<file path="config.mk">
export PLATFORM = sky130hd
export DESIGN_NAME = bc_game_controller
export DESIGN_NICKNAME = d
export VERILOG_FILES = /design/src/rtl/bc_game_controller.sv
export SDC_FILE = /design/constraint.sdc
export NUM_CORES = 1
export LEC_CHECK = 0
export ABC_AREA = 1
export CORE_UTILIZATION = 25
export CTS_CLUSTER_DIAMETER = 30
export DETAILED_ROUTE_END_ITERATION = 8
export GPL_TIMING_DRIVEN = 0
export HOLD_SLACK_MARGIN = 0.08
export PLACE_DENSITY = 0.52
export RECOVER_POWER = 25
export SLEW_MARGIN = 30
export SYNTH_ARGS = -nofsm -noshare
export SYNTH_HDL_FRONTEND = slang
export SYNTH_SLANG_ARGS = --single-unit
</file>
<file path="constraint.sdc">
create_clock -name clock -period 2.3 [get_ports clock]
set_input_delay 0.345 -clock clock [delete_from_list [all_inputs] [get_ports clock]]
set_output_delay 0.345 -clock clock [all_outputs]
set_load 0.02 [all_outputs]
</file>
<file path="src/rtl/bc_game_controller.sv">
// Bulls & Cows game sequencer: secret entry, alternating guess turns, serial
// digit-by-digit scoring, match points and winner tracking.
module bc_game_controller #(
    parameter int unsigned POINT_W = 4,
    parameter int unsigned GUESS_W = 8
) (
    input  logic               clock,
    input  logic               reset,
    input  logic [15:0]        code,
    input  logic               enter_button,
    output logic [2:0]         phase,
    output logic               turn,
    output logic [2:0]         bulls,
    output logic [2:0]         cows,
    output logic               result_valid,
    output logic               error,
    output logic               winner,
    output logic [POINT_W-1:0] p1_points,
    output logic [POINT_W-1:0] p2_points,
    output logic [GUESS_W-1:0] guess_count
);
    typedef enum logic [2:0] {
        StSetP1  = 3'd0,
        StSetP2  = 3'd1,
        StGuess  = 3'd2,
        StScore  = 3'd3,
        StResult = 3'd4,
        StWin    = 3'd5
    } state_e;

    state_e             state_q, state_d;
    logic [15:0]        secret1_q, secret1_d, secret2_q, secret2_d, guess_q, guess_d;
    logic               turn_q, turn_d, winner_q, winner_d;
    logic [1:0]         idx_q, idx_d;
    logic [2:0]         bull_acc_q, bull_acc_d, cow_acc_q, cow_acc_d;
    logic [2:0]         bulls_q, bulls_d, cows_q, cows_d;
    logic [POINT_W-1:0] p1_q, p1_d, p2_q, p2_d;
    logic [GUESS_W-1:0] gcnt_q, gcnt_d;
    logic               err_q, err_d, rv_q, rv_d, enter_q;
    logic               press, code_valid, g_bull, g_cow;
    logic [15:0]        target;
    logic [3:0]         g_dig;

    assign press  = enter_button & ~enter_q;
    assign target = turn_q ? secret1_q : secret2_q;
    assign g_dig  = guess_q[{idx_q, 2'b00} +: 4];

    // Four BCD digits, all pairwise distinct.
    always_comb begin
        code_valid = 1'b1;
        for (int i = 0; i < 4; i++) begin
            if (code[i*4 +: 4] > 4'd9) code_valid = 1'b0;
            for (int j = i + 1; j < 4; j++) begin
                if (code[i*4 +: 4] == code[j*4 +: 4]) code_valid = 1'b0;
            end
        end
    end

    always_comb begin
        g_bull = (g_dig == target[{idx_q, 2'b00} +: 4]);
        g_cow  = 1'b0;
        for (int i = 0; i < 4; i++) begin
            if (g_dig == target[i*4 +: 4]) g_cow = 1'b1;
        end
    end

    always_comb begin
        state_d    = state_q;
        secret1_d  = secret1_q;
        secret2_d  = secret2_q;
        guess_d    = guess_q;
        turn_d     = turn_q;
        winner_d   = winner_q;
        idx_d      = idx_q;
        bull_acc_d = bull_acc_q;
        cow_acc_d  = cow_acc_q;
        bulls_d    = bulls_q;
        cows_d     = cows_q;
        p1_d       = p1_q;
        p2_d       = p2_q;
        gcnt_d     = gcnt_q;
        err_d      = 1'b0;
        rv_d       = 1'b0;
        unique case (state_q)
            StSetP1: begin
                if (press) begin
                    if (code_valid) begin
                        secret1_d = code;
                        state_d   = StSetP2;
                    end else begin
                        err_d = 1'b1;
                    end
                end
            end
            StSetP2: begin
                if (press) begin
                    if (code_valid) begin
                        secret2_d = code;
                        turn_d    = 1'b0;
                        state_d   = StGuess;
                    end else begin
                        err_d = 1'b1;
                    end
                end
            end
            StGuess: begin
                if (press) begin
                    if (code_valid) begin
                        guess_d    = code;
                        bull_acc_d = 3'd0;
                        cow_acc_d  = 3'd0;
                        idx_d      = 2'd0;
                        gcnt_d     = (&gcnt_q) ? gcnt_q : gcnt_q + 1'b1;
                        state_d    = StScore;
                    end else begin
                        err_d = 1'b1;
                    end
                end
            end
            StScore: begin
                if (g_bull) begin
                    bull_acc_d = bull_acc_q + 3'd1;
                end else if (g_cow) begin
                    cow_acc_d = cow_acc_q + 3'd1;
                end
                idx_d = idx_q + 2'd1;
                if (idx_q == 2'd3) state_d = StResult;
            end
            StResult: begin
                bulls_d = bull_acc_q;
                cows_d  = cow_acc_q;
                rv_d    = 1'b1;
                if (bull_acc_q == 3'd4) begin
                    winner_d = turn_q;
                    if (turn_q) p2_d = (&p2_q) ? p2_q : p2_q + 1'b1;
                    else        p1_d = (&p1_q) ? p1_q : p1_q + 1'b1;
                    state_d = StWin;
                end else begin
                    turn_d  = ~turn_q;
                    state_d = StGuess;
                end
            end
            StWin: begin
                // Any press starts a new game; the code word is not looked at.
                if (press) begin
                    secret1_d = 16'h0;
                    secret2_d = 16'h0;
                    gcnt_d    = '0;
                    turn_d    = 1'b0;
                    state_d   = StSetP1;
                end
            end
            default: state_d = StSetP1;
        endcase
    end

    always_ff @(posedge clock or negedge reset) begin
        if (!reset) begin
            state_q    <= StSetP1;
            secret1_q  <= 16'h0;
            secret2_q  <= 16'h0;
            guess_q    <= 16'h0;
            turn_q     <= 1'b0;
            winner_q   <= 1'b0;
            idx_q      <= 2'd0;
            bull_acc_q <= 3'd0;
            cow_acc_q  <= 3'd0;
            bulls_q    <= 3'd0;
            cows_q     <= 3'd0;
            p1_q       <= '0;
            p2_q       <= '0;
            gcnt_q     <= '0;
            err_q      <= 1'b0;
            rv_q       <= 1'b0;
            enter_q    <= 1'b0;
        end else begin
            state_q    <= state_d;
            secret1_q  <= secret1_d;
            secret2_q  <= secret2_d;
            guess_q    <= guess_d;
            turn_q     <= turn_d;
            winner_q   <= winner_d;
            idx_q      <= idx_d;
            bull_acc_q <= bull_acc_d;
            cow_acc_q  <= cow_acc_d;
            bulls_q    <= bulls_d;
            cows_q     <= cows_d;
            p1_q       <= p1_d;
            p2_q       <= p2_d;
            gcnt_q     <= gcnt_d;
            err_q      <= err_d;
            rv_q       <= rv_d;
            enter_q    <= enter_button;
        end
    end

    assign phase        = state_q;
    assign turn         = turn_q;
    assign bulls        = bulls_q;
    assign cows         = cows_q;
    assign result_valid = rv_q;
    assign error        = err_q;
    assign winner       = winner_q;
    assign p1_points    = p1_q;
    assign p2_points    = p2_q;
    assign guess_count  = gcnt_q;

endmodule

</file>
==> out/qor.yml <==
status:
  status: "finished clean"
timing:
  hold_ws_ns: 0.341
  worst_pin_slew_ns: 0.915
  rsz0062_at_grt: "false"
  fin_skew_ns: 0.00578
  tns_ns: 0
  fmax_mhz: 469
  setup_violations: 0
  worst_slack_ns: 0.167
  fin_crit_sh_pct: 92.7
  hold_viol: 0
  fin_crit_ns: 2.13
  drv_slew: 0
  slew_headroom_pct: 39.0
global_route:
  grt-ovfl-total: 0
  grt-busiest-layer: "met2"
  use_met2_pct: 21.9
  met1_usage_pct: 20.2
  antenna_found_initial: 0
  grt_pass1_vias: 4263
  gr-usage-all-layers_pct: 14.3
  grt_max_degree: 55
  grt_use_met3_pct: 1.62
  grt_pass1_wl_um: 22600
power_and_ir_drop:
  power_density_nw_per_um2: 1230
  ir_drop_uv: 400
  p_leak_nw: 3.31
  power_mw: 7.64
die:
  die_x_um: 144
  core-area_um2: 19700
  row_count: 51
  die_y_um: 144
  die_area_um2: 20800
  ioPinCount: 48
  initial_utilization_pct: 25.7
clock_network:
  htree_levels: 3
  insertion_delay_ns: 0.34
  cts_sinks: 86
  cts.path.max_buffers: 2
  tritoncts: "built"
  root_buffer: "clkbuf_16"
  path_clk_slew_ns: 0.06
  numCtsBuffers: 9
worst_setup_path:
  crit_required_ns: 2.53
  critPathKind: "in2reg"
  startpoint_type: "input pin"
  worstPathArrival_ns: 2.36
  cp-end-kind: "register"
  r2r_start: "turn"
  r2r-end: "bull_acc_q[0]"
  critPathMaxFanout: 10
  worst_r2r_path_depth: 13
  reg2reg_slack_ns: 0.19
detailed_routing:
  dr.pass1.iters: 5
  drt-initial-drc-count: 252
  wirelength_um: 13800
  wire_per_inst_um: 13.1
  viasPerCell: 4.34
  drcViolationCount: 0
  antenna_left: 0
  num_vias: 4556
yosys:
  synth_top_area_share_pct: 42.6
  netlist-cell-type-count: 27
  synth_top_cell_by_area: "dfrtp_1"
  synth.avg_cell_area_um2: 7.01
  synth_commonest_cells: "nand2_1, dfrtp_1, inv_1"
  ys_async_sr_fraction_pct: 100
  synth-seq-area-share_pct: 42.6
  synth_edf_count: 0
  synth_area_um2: 5050
  synth_most_common_cell: "nand2_1"
  netlist_instances: 721
  yosys_register_bits: 86
  synth-main-ff-cell: "dfrtp_1"
  synthesis.nets: 747
  synth_area_leaders: "dfrtp_1, nand2_1, inv_1"
  yosysWarningCount: 0
min_path:
  hp-class: "in2reg"
  min_to: "secret1_q[6]"
  min-delay-start: "code[6]"
  hold_depth: 3
place:
  placed_cells: 1033
  preCtsSetupSlack_ns: -0.438
  port_buffers: 46
  gp_congestion: 0.797
  dp_hpwl_um: 10700
cells_and_area:
  final_layout_size_suffix_gt1_share_pct: 9.81
  final_nets: 807
  diodes: 0
  area_growth_pct: 23.1
  fin_cells: 1050
job:
  maxCapViolCount: 0
-- repair_timing --
item,4_1_cts,5_1_grt
resized for setup,4,27
setup endpoints to repair,11,65
pin swaps,0,0
endpoints found under the hold margin,32,0
buffers inserted,0,1
hold buffers,1,0
-- final cells by class --
type                       instances  area [µm²]
buffer                            19         123
clock buffer                      11         243
clock inverter                     4        47.5
fill                            2192       13400
inverter                          90         340
multi-input combinational        526        2450
sequential                        86        2150
tap                              265         332
timing repair buffer              49         533
-- through the flow --
step	instance area, µm²	util [%]
6_report	6220	31.6
5_1_grt	6220	31.6
4_1_cts	6170	31.4
3_5_place_dp	5870	29.9
3_3_place_gp	5850	29.7
2_1_floorplan	5050	-
-- layout by cell type, fill, tap and decap left out, types with 3 or more instances in the layout --
master	count
clkdlybuf4s50_1	31
nand2_1	285
nand2_2	8
clkbuf_16	9
nand3_2	4
xor2_1	13
nor2_1	38
nor2_2	3
dfrtp_1	85
buf_4	3
buf_6	4
nand3b_1	4
dlymetal6s2s_1	13
buf_2	11
inv_1	70
a21oi_1	28
or2_2	3
ha_1	7
nand4_1	4
clkbuf_1	3
nand3_1	56
inv_2	19
o21ai_1	30
o21ai_0	17
xnor2_1	5
o22ai_1	16
-- cell families (layout without fill, tap and decap cells) --
kind of cell / Yosys count / count (layout) / synth area share [%]
AND/OR/NAND/NOR: 408 / 408 / 33.7
buffers and inverters: 109 / 173 / 9.16
AO/OA/AOI/OAI: 93 / 93 / 9.66
flip-flops: 86 / 86 / 42.6
XOR/XNOR: 18 / 18 / 3.12
adder cells (fa/ha/maj): 7 / 7 / 1.73
-- where the power goes --
group	leakage [nW]	internal, mW	switching (mW)	total (mW)
Sequential	1.09	2.03	0.307	2.33
Clock	0.141	0.862	0.608	1.47
Combinational	2.09	1.36	2.47	3.84
-- critical path, stage by stage --
cell and delay (ns):
clkdlybuf4s50_1 0.52, inv_2 0.14, nand2_1 0.05, nand2_1 0.07
nor2_1 0.04, nand2_1 0.05, nand2_1 0.06, nor2_2 0.20
nand3_2 0.19, inv_2 0.11, nand2_2 0.13, nand2_2 0.19
buf_6 0.17, o22ai_1 0.08
-- state kept, by name (all words and copies together) (netlist names), 4 cells and up --
signal / cells
p1_points: 4
secret1_q: 16
secret2_q: 16
p2_points: 4
guess_q: 16
guess_count: 8
-- layer usage --
| metal | wire [µm] | vias up |
|---|---|---|
| met5 | 0 | - |
| met4 | 279 | 0 |
| met3 | 383 | 19 |
| met2 | 6230 | 72 |
| met1 | 6870 | 2068 |
| li1 | - | 2397 |
-- worst max path at each step --
stage	start	endpoint	slack, ns	cells after the start
6_report	code[0]	secret2_q[11]	0.17	14
5_1_grt	code[0]	secret1_q[4]	0.0005	14
4_1_cts	code[12]	secret2_q[11]	0.02	13
3_5_place_dp	code[3]	secret2_q[11]	-0.44	14
3_3_place_gp	reset	secret1_q[5]	-2.49	1
2_1_floorplan	turn	bull_acc_q[2]	0.56	14
No activity file was read; power rests on OpenSTA's default activity.
